$ cat config.mk
export PLATFORM = sky130hd
export DESIGN_NAME = counter_sequencer_flat
export DESIGN_NICKNAME = d
export VERILOG_FILES = /design/src/rtl/counter_seq_pkg.sv /design/src/rtl/counter_sequencer_if.sv /design/src/rtl/counter_prescaler.sv /design/src/rtl/counter_sequencer.sv /design/src/flat_wrapper.sv
export SDC_FILE = /design/constraint.sdc
export NUM_CORES = 1
export LEC_CHECK = 0
export CORE_MARGIN = 2
export CORE_UTILIZATION = 50
export CTS_CLUSTER_SIZE = 28
export DETAILED_ROUTE_END_ITERATION = 8
export PLACE_DENSITY_LB_ADDON = 0.2
export SYNTH_ARGS = -nofsm -noshare
export SYNTH_HDL_FRONTEND = slang
export SYNTH_SLANG_ARGS = --single-unit
$ cat constraint.sdc
create_clock -name clk -period 5.83 [get_ports clk]
set_input_delay 0.583 -clock clk [delete_from_list [all_inputs] [get_ports clk]]
set_output_delay 0.583 -clock clk [all_outputs]
set_load 0.1 [all_outputs]
$ cat src/rtl/counter_seq_pkg.sv
// rtl/counter_seq_pkg.sv - shared opcodes, state and mode encodings for the counter sequencer
package counter_seq_pkg;

  localparam int CTR_W_DFLT        = 24;
  localparam int PRESCALE_W_DFLT   = 16;
  localparam int PRESCALE_LIM_DFLT = 1000;

  localparam logic [2:0] OP_NOP            = 3'd0;
  localparam logic [2:0] OP_SET_PRESCALE   = 3'd1;
  localparam logic [2:0] OP_SET_COMPARE    = 3'd2;
  localparam logic [2:0] OP_START_ONESHOT  = 3'd3;
  localparam logic [2:0] OP_START_PERIODIC = 3'd4;
  localparam logic [2:0] OP_PAUSE          = 3'd5;
  localparam logic [2:0] OP_RESUME         = 3'd6;
  localparam logic [2:0] OP_STOP           = 3'd7;

  typedef enum logic [1:0] {
    ST_IDLE   = 2'd0,
    ST_RUN    = 2'd1,
    ST_PAUSED = 2'd2,
    ST_DONE   = 2'd3
  } state_t;

  typedef enum logic {
    MODE_ONESHOT  = 1'b0,
    MODE_PERIODIC = 1'b1
  } mode_t;

endpackage

$ cat src/rtl/counter_sequencer_if.sv
// rtl/counter_sequencer_if.sv - command valid/ready channel into the counter sequencer
interface counter_sequencer_if #(
  parameter int CTR_W = counter_seq_pkg::CTR_W_DFLT
);
  logic             cmd_valid;
  logic             cmd_ready;
  logic [2:0]       cmd_op;
  logic [CTR_W-1:0] cmd_data;

  modport master (output cmd_valid, cmd_op, cmd_data, input cmd_ready);
  modport slave  (input cmd_valid, cmd_op, cmd_data, output cmd_ready);
endinterface

$ cat src/rtl/counter_prescaler.sv
// rtl/counter_prescaler.sv - run-gated prescaler producing a tick every lim+1 counting cycles
module counter_prescaler #(
  parameter int PRESCALE_W = counter_seq_pkg::PRESCALE_W_DFLT
) (
  input  logic                  clk,
  input  logic                  rst,
  input  logic                  run,
  input  logic                  clear,
  input  logic [PRESCALE_W-1:0] lim,
  output logic                  tick
);
  logic [PRESCALE_W-1:0] count;

  // >= rather than == so a limit lowered below the running count ticks at once
  assign tick = run && (count >= lim);

  always_ff @(posedge clk or posedge rst) begin
    if (rst) begin
      count <= '0;
    end else if (clear || tick) begin
      count <= '0;
    end else if (run) begin
      count <= count + PRESCALE_W'(1);
    end
  end
endmodule

$ cat src/rtl/counter_sequencer.sv
// rtl/counter_sequencer.sv - command-driven run/pause/stop controller with compare for the demo counter
module counter_sequencer
  import counter_seq_pkg::*;
#(
  parameter int CTR_W            = CTR_W_DFLT,
  parameter int PRESCALE_W       = PRESCALE_W_DFLT,
  parameter int PRESCALE_DEFAULT = PRESCALE_LIM_DFLT
) (
  input  logic                clk,
  input  logic                rst,
  counter_sequencer_if.slave  cmd,
  input  logic [CTR_W-1:0]    ctr_q,
  output logic                ctr_inc,
  output logic                ctr_clr,
  output logic                match_pulse,
  output logic [1:0]          state_o,
  output logic                busy
);
  state_t                state_q, state_d;
  mode_t                 mode_q, mode_d;
  logic [PRESCALE_W-1:0] lim_q;
  logic [CTR_W-1:0]      compare_q;
  logic                  inc_d, clr_d, match_d, ready_d, pre_clear;
  logic                  accept, halt, run, tick;
  logic [CTR_W-1:0]      cur_val, next_val;

  assign accept = cmd.cmd_valid && cmd.cmd_ready;
  // A command that leaves RUN swallows a tick landing in the same cycle
  assign halt   = accept && (cmd.cmd_op inside {OP_START_ONESHOT, OP_START_PERIODIC,
                                                OP_PAUSE, OP_STOP});
  assign run    = (state_q == ST_RUN) && !halt;

  // ctr_q lags the strobes by one cycle, so fold in whatever is still in flight
  assign cur_val  = ctr_clr ? '0 : ctr_q + CTR_W'(ctr_inc);
  assign next_val = cur_val + CTR_W'(1);

  counter_prescaler #(.PRESCALE_W(PRESCALE_W)) u_prescaler (
    .clk   (clk),
    .rst   (rst),
    .run   (run),
    .clear (pre_clear),
    .lim   (lim_q),
    .tick  (tick)
  );

  always_comb begin
    state_d   = state_q;
    mode_d    = mode_q;
    inc_d     = 1'b0;
    clr_d     = 1'b0;
    match_d   = 1'b0;
    ready_d   = 1'b1;
    pre_clear = 1'b0;
    if (tick) begin
      if (next_val == compare_q) begin
        match_d = 1'b1;
        if (mode_q == MODE_PERIODIC) begin
          clr_d = 1'b1;
        end else begin
          inc_d   = 1'b1;
          state_d = ST_DONE;
        end
      end else begin
        inc_d = 1'b1;
      end
    end
    if (accept) begin
      case (cmd.cmd_op)
        OP_START_ONESHOT, OP_START_PERIODIC: begin
          state_d   = ST_RUN;
          mode_d    = (cmd.cmd_op == OP_START_PERIODIC) ? MODE_PERIODIC : MODE_ONESHOT;
          clr_d     = 1'b1;
          ready_d   = 1'b0;
          pre_clear = 1'b1;
        end
        OP_PAUSE:  if (state_q == ST_RUN)    state_d = ST_PAUSED;
        OP_RESUME: if (state_q == ST_PAUSED) state_d = ST_RUN;
        OP_STOP: begin
          if (state_q != ST_IDLE) begin
            state_d   = ST_IDLE;
            clr_d     = 1'b1;
            pre_clear = 1'b1;
          end
        end
        default: ;
      endcase
    end
  end

  always_ff @(posedge clk or posedge rst) begin
    if (rst) begin
      state_q       <= ST_IDLE;
      mode_q        <= MODE_ONESHOT;
      lim_q         <= PRESCALE_W'(PRESCALE_DEFAULT);
      compare_q     <= '0;
      ctr_inc       <= 1'b0;
      ctr_clr       <= 1'b0;
      match_pulse   <= 1'b0;
      cmd.cmd_ready <= 1'b1;
    end else begin
      state_q       <= state_d;
      mode_q        <= mode_d;
      ctr_inc       <= inc_d;
      ctr_clr       <= clr_d;
      match_pulse   <= match_d;
      cmd.cmd_ready <= ready_d;
      if (accept && cmd.cmd_op == OP_SET_PRESCALE) lim_q     <= cmd.cmd_data[PRESCALE_W-1:0];
      if (accept && cmd.cmd_op == OP_SET_COMPARE)  compare_q <= cmd.cmd_data;
    end
  end

  assign state_o = state_q;
  assign busy    = (state_q == ST_RUN) || (state_q == ST_PAUSED);
endmodule
$ cat src/flat_wrapper.sv
// flat-port wrapper written by rule: the top's interface ports become plain ports
module counter_sequencer_flat import counter_seq_pkg::*;
#(
  parameter int CTR_W            = CTR_W_DFLT,
  parameter int PRESCALE_W       = PRESCALE_W_DFLT,
  parameter int PRESCALE_DEFAULT = PRESCALE_LIM_DFLT
)
  (clk, rst, ctr_q, ctr_inc, ctr_clr, match_pulse, state_o, busy, cmd_cmd_valid, cmd_cmd_op, cmd_cmd_data, cmd_cmd_ready);
  counter_sequencer_if #(.CTR_W(CTR_W)) cmd_i ();
  input  logic clk;
  input  logic rst;
  input  logic [CTR_W-1:0] ctr_q;
  output logic ctr_inc;
  output logic ctr_clr;
  output logic match_pulse;
  output logic [1:0] state_o;
  output logic busy;
  input wire logic [$bits(cmd_i.cmd_valid)-1:0] cmd_cmd_valid;
  input wire logic [$bits(cmd_i.cmd_op)-1:0] cmd_cmd_op;
  input wire logic [$bits(cmd_i.cmd_data)-1:0] cmd_cmd_data;
  output wire logic [$bits(cmd_i.cmd_ready)-1:0] cmd_cmd_ready;
  assign cmd_i.cmd_valid = cmd_cmd_valid;
  assign cmd_i.cmd_op = cmd_cmd_op;
  assign cmd_i.cmd_data = cmd_cmd_data;
  assign cmd_cmd_ready = cmd_i.cmd_ready;
  counter_sequencer #(.CTR_W(CTR_W), .PRESCALE_W(PRESCALE_W), .PRESCALE_DEFAULT(PRESCALE_DEFAULT)) u_core (.clk(clk), .rst(rst), .cmd(cmd_i), .ctr_q(ctr_q), .ctr_inc(ctr_inc), .ctr_clr(ctr_clr), .match_pulse(match_pulse), .state_o(state_o), .busy(busy));
endmodule
# Yosys cells after proc, flatten, opt, wreduce, memory -nomap -nowiden
# Cells that the tools add are included.
# word_totals
output_inout_bits	7
in_bits	54
wordCells	65
regBits	63
# classes
n_mux	28
eq_ne	10
add_sub_neg	3
order_cmp	1
n_reduce_logical	14
# ops
op	count
2-to-1 mux 16 bit	2
adder 24 x 1 -> 24 bit	1
adder 24 x 1 -> 24 bit (second input constant)	1
equality test 24 bit	1
2-to-1 mux 24 bit	1
adder 16 x 1 -> 16 bit (second input constant)	1
greater-or-equal comparator 16 bit	1
2-to-1 mux 1 bit	15
2-to-1 mux 2 bit	7
equality test 3 bit (second input constant)	4
one-hot mux 2 bit (4 select lines)	1
equality test 3 x 2 -> 1 bit (second input constant)	2
logical AND 1 bit	6
one-hot mux 1 bit (2 select lines)	2
nonzero test 2 bit	2
nonzero test 4 bit	1
equality test 3 x 1 -> 1 bit (second input constant)	1
equality test 2 x 1 -> 1 bit (second input constant)	1
equality test 2 bit (second input constant)	1
logical OR 1 bit	2
AND reduction 2 bit	1
OR reduction 2 bit	1
zero test 1 bit	1

# Depth between registers and ports, before layout
# logic_depth
ltp_word	10
depth_mapped	15
ltp_nobuf	13

# By module
# From an unflattened synthesis, not the netlist that was laid out.
# unflattened
hier_cells	579
area_unflattened_um2	5251.3
# modules_own_cells
mod	cells_per_inst	instances	area_each_um2	seq_area_each_um2
counter_sequencer	436	1	3932.5	1184.9
counter_prescaler	143	1	1318.8	400.4

# Worst setup path after synthesis
# Ideal clock, no wire load.
# synth_path
kind	flip-flop to flip-flop
startpoint	register u_core.ctr_clr
endpoint	register u_core.ctr_clr
path_stages_with_launch	16
setup_ns	0.076
period_less_slack_ns	4.321
path_buffers	4
arrival_time_ns	4.245
required_time_ns	5.754
slack_ns	1.509
path_cell_list	dfrtp_1 -> clkbuf_1 -> clkbuf_1 -> clkbuf_1 -> clkbuf_1 -> nor2b_1 -> ha_1 -> nor3b_1 -> nor3b_1 -> and2_1 -> nand3_1 -> a211o_1 -> a31oi_1 -> a21oi_1 -> or4_4 -> o21ai_1
# synth_via
elab_chain_cells	8
# synth_rtl
item	line	text
start, declared	counter_sequencer.sv:14	output logic ctr_clr,
start signal, assigned	counter_sequencer.sv:104	ctr_clr <= clr_d;
2-to-1 mux 24 bit *	counter_sequencer.sv:34	assign cur_val = ctr_clr ? '0 : ctr_q + CTR_W'(ctr_inc);
adder 24 x 1 -> 24 bit *	counter_sequencer.sv:35	assign next_val = cur_val + CTR_W'(1);
equality test 24 bit *	counter_sequencer.sv:55	if (next_val == compare_q) begin
2-to-1 mux 1 bit *	counter_sequencer.sv:55	
2-to-1 mux 1 bit *	counter_sequencer.sv:54	if (tick) begin
2-to-1 mux 1 bit	counter_sequencer.sv:79	if (state_q != ST_IDLE) begin
one-hot mux 1 bit (2 select lines)	counter_sequencer.sv:68	case (cmd.cmd_op)
2-to-1 mux 1 bit *	counter_sequencer.sv:67	if (accept) begin
net u_core.clr_d	counter_sequencer.sv:23	logic inc_d, clr_d, match_d, ready_d, pre_clear;
# Mark *: on every way through the listed nets, which the timed path passes. The rest lies on a longest branch.
# A chain may end at the register's enable or synchronous reset.

# Worst setup path in the final report
# layout_path
startpoint	input ctr_q[0]
endpoint	register u_core.state_q[0], in the netlist u_core.state_o[0]
# layout_via
elab_chain_cells	9
word_cells_on_any_way	11
classes_between	add/sub (2); eq/ne (1); mux (8)
# layout_rtl
item	line	text
start, declared	flat_wrapper.sv:12	input logic [CTR_W-1:0] ctr_q;
adder 24 x 1 -> 24 bit *	counter_sequencer.sv:34	
2-to-1 mux 24 bit *	counter_sequencer.sv:34	
adder 24 x 1 -> 24 bit *	counter_sequencer.sv:35	
equality test 24 bit *	counter_sequencer.sv:55	
2-to-1 mux 2 bit *	counter_sequencer.sv:55	
2-to-1 mux 2 bit *	counter_sequencer.sv:54	
2-to-1 mux 2 bit (on tied branches)	counter_sequencer.sv:79, counter_sequencer.sv:76, counter_sequencer.sv:77	
one-hot mux 2 bit (4 select lines)	counter_sequencer.sv:68	
2-to-1 mux 2 bit *	counter_sequencer.sv:67	
net u_core.state_d[0]	counter_sequencer.sv:19	state_t state_q, state_d;
end signal, assigned	counter_sequencer.sv:101	state_q <= state_d;
end, declared	counter_sequencer.sv:19	
# Marked as above.

==> impl_metrics.ini <==
[hold_path]
hold_depth = 1
hp-class = reg2reg
min_to = u_core.cmd.cmd_ready
min_from = u_core.cmd.cmd_ready

[critical_path]
r2r_end = u_core.state_o[0]
r2r-start = u_core.ctr_inc
crit_path_start_kind = primary input
rr_worst_depth = 13
cp-end-kind = register
path_class = in2reg
required_ns = 6.08
arrival_ns = 4.72
reg2reg_slack_ns = 1.61
crit_fanout = 5

[sta]
fmax_mhz = 224
holdWs_ns = 0.486
finalHoldViolCount = 0
rsz0062_at_grt = false
fin_skew_ns = 0.0200
min_period_ns = 4.47
setup_viol = 0
worst_pin_slew_ns = 0.969
layout_worst_path_cycle_share = 0.767
relSlewSlack = 0.352
drv_slew = 0
fin_setup_tns_ns = 0

[routing]
drt_iter0_markers = 202
wl_met1_um = 5230
route.met3.wl_um = 480
routed.top_layer = met4
drc = 0
routed-wl-met2_um = 5670
antenna_left = 0
num_vias = 4319
drt_wl_total_um = 11400
wl_per_cell_um = 15.3
drt_pre_antenna_iters = 5
via_per_inst = 5.79

[power_and_ir_drop]
p_total_w = 0.00147
p_per_area_nw_per_um2 = 250
cellLeakagePower_nw = 2.38
peakVddDrop_v = 0.000166

[cells_and_area]
final_cells = 746
n_antenna_cell = 0
n_fill_cell = 870
multi_input_comb_area_sq_um = 3190
area_delta_synth_final_pct = 18.3
drive_gt1_frac = 0.129
layout.nets = 687
regArea_sq_um = 1590
utilization = 0.604

[clocking]
cts_root_buf = clkbuf_8
cts_buffer_depth = 2
cts_hold_buffers = 0
cts_made_buffers = 9
cts_resized = 0
cts_sinks = 63
path_clk_slew_ns = 0.09
cts_setup_buffers = 0
insertion_delay_ns = 0.34
ctsHtreeMaxLevel = 3
cts_tree = done

[floorplanning]
die_w_um = 104
rows = 36
core-area_sq_um = 9730
die-area_sq_um = 10800
num_io_pins = 61
initial_core_util = 0.511
dieHeight_um = 104

[yosys]
synth_nets = 633
ys.flop_type = dfrtp_1
ys_seq_area_frac = 0.319
ys_seq_elements = 63
async_flop_share = 1.00
synthCells = 554
synth-edff-count = 0
yosysWarnings = 0
ys_types = 64
synth_area_sq_um = 4970
synth_area_per_cell_sq_um = 8.97

[run]
max_cap_viol_count = 0

[placement]
dp_hpwl_um = 8900
place_congestion = 0.837
io_buffers = 60
place_inst = 730

[run_status]
outcome = finished clean

[global_route]
grt_pass1_wl_um = 19600
overflow = 0
grt_pass1_vias = 4125
grt_use_total = 0.218
grt_max_degree = 64
antenna_found_initial = 0
-- per-layer routing --
layer  vias to the layer above  global-route usage
li1                       2128                   -
met1                      2083               0.299
met2                       101               0.367
met3                         7              0.0396
met4                         0              0.0386
met5                         -                   0
-- where the power goes --
group	switching, W	internal, W	total (W)
clock network	0.000178	0.000198	0.000376
logic	0.000259	0.000237	0.000496
registers	0.0000735	0.000528	0.000601
total	0.000510	0.000963	0.00147
-- how the worst max path moves through the flow --
| stage | startpoint | endpoint | slack, ns | depth (start not counted) |
|---|---|---|---|---|
| 6_report | ctr_q[0] | u_core.state_o[0] | 1.36 | 14 |
| 5_1_grt | ctr_q[0] | u_core.state_o[0] | 1.12 | 14 |
| 4_1_cts | ctr_q[0] | u_core.state_o[0] | 1.39 | 14 |
| 3_5_place_dp | ctr_q[0] | u_core.state_o[0] | 1.05 | 14 |
| 3_3_place_gp | ctr_q[0] | u_core.state_o[1] | 1.27 | 14 |
| 2_1_floorplan | u_core.ctr_clr | u_core.ctr_clr | 1.51 | 15 |
-- synthesized netlist by cell type (15+ instances only) --
cell | n | area share
nand3_1 | 24 | 0.024
xor2_1 | 27 | 0.048
mux2_2 | 38 | 0.086
clkbuf_1 | 15 | 0.011
xnor2_1 | 28 | 0.049
inv_1 | 33 | 0.025
a21oi_1 | 29 | 0.029
nand2_1 | 32 | 0.024
nand4_1 | 22 | 0.028
nor2_1 | 39 | 0.029
o21ai_0 | 25 | 0.025
dfrtp_1 | 56 | 0.28
ha_1 | 25 | 0.063
-- state kept, by name, summed over array words and instances (netlist names) --
name                      flops
u_core.compare_q             24
u_core.lim_q                 16
u_core.u_prescaler.count     16
u_core.state_o                2
u_core.cmd.cmd_ready          1
u_core.ctr_clr                1
u_core.ctr_inc                1
u_core.match_pulse            1
u_core.mode_q                 1
-- cell type report --
cell class | count | share of cell area
sequential | 63 | 0.270
clock buffer | 9 | 0.0211
tap | 133 | 0.0283
multi-input combinational | 438 | 0.542
timing repair buffer | 63 | 0.106
clock inverter | 7 | 0.0123
inverter | 33 | 0.0211
-- cells by family after synthesis --
logic type	count (synthesis)	synth area share
compound gates	111	0.148
xor+xnor	57	0.106
fa+ha+maj	25	0.0629
buf+inv	53	0.0413
flops	63	0.319
mux	45	0.101
simple gates	200	0.222
-- worst max-delay path, stage by stage --
cell	delay, ns
clkdlybuf4s50_1	0.43
ha_1	0.24
ha_1	0.30
nor2b_1	0.14
ha_1	0.19
nor3b_1	0.48
nor3b_1	0.59
and2_1	0.28
nand3_1	0.16
a211o_1	0.31
a31oi_1	0.18
a21oi_1	0.09
or4_4	0.57
o21ai_1	0.16
-- per-stage QoR --
step / instance area [sq um] / setup WS [ns]
4_1_cts: 5880 / 1.39
3_3_place_gp: 5680 / 1.27
6_report: 5880 / 1.36
3_5_place_dp: 5680 / 1.05
2_1_floorplan: 4970 / 1.51
5_1_grt: 5880 / 1.12
-- cells in the final DEF (no fill, tap or decap), types with 9 or more instances in the layout --
cell	count
a21oi_1	29
clkbuf_8	9
clkdlybuf4s50_1	60
dfrtp_1	56
ha_1	25
inv_1	32
mux2_2	38
nand2_1	32
nand3_1	24
nand4_1	22
nor2_1	39
nor2b_1	11
nor3_1	10
o21ai_0	25
xnor2_1	28
xor2_1	27
(Power assumes the default switching activity.)
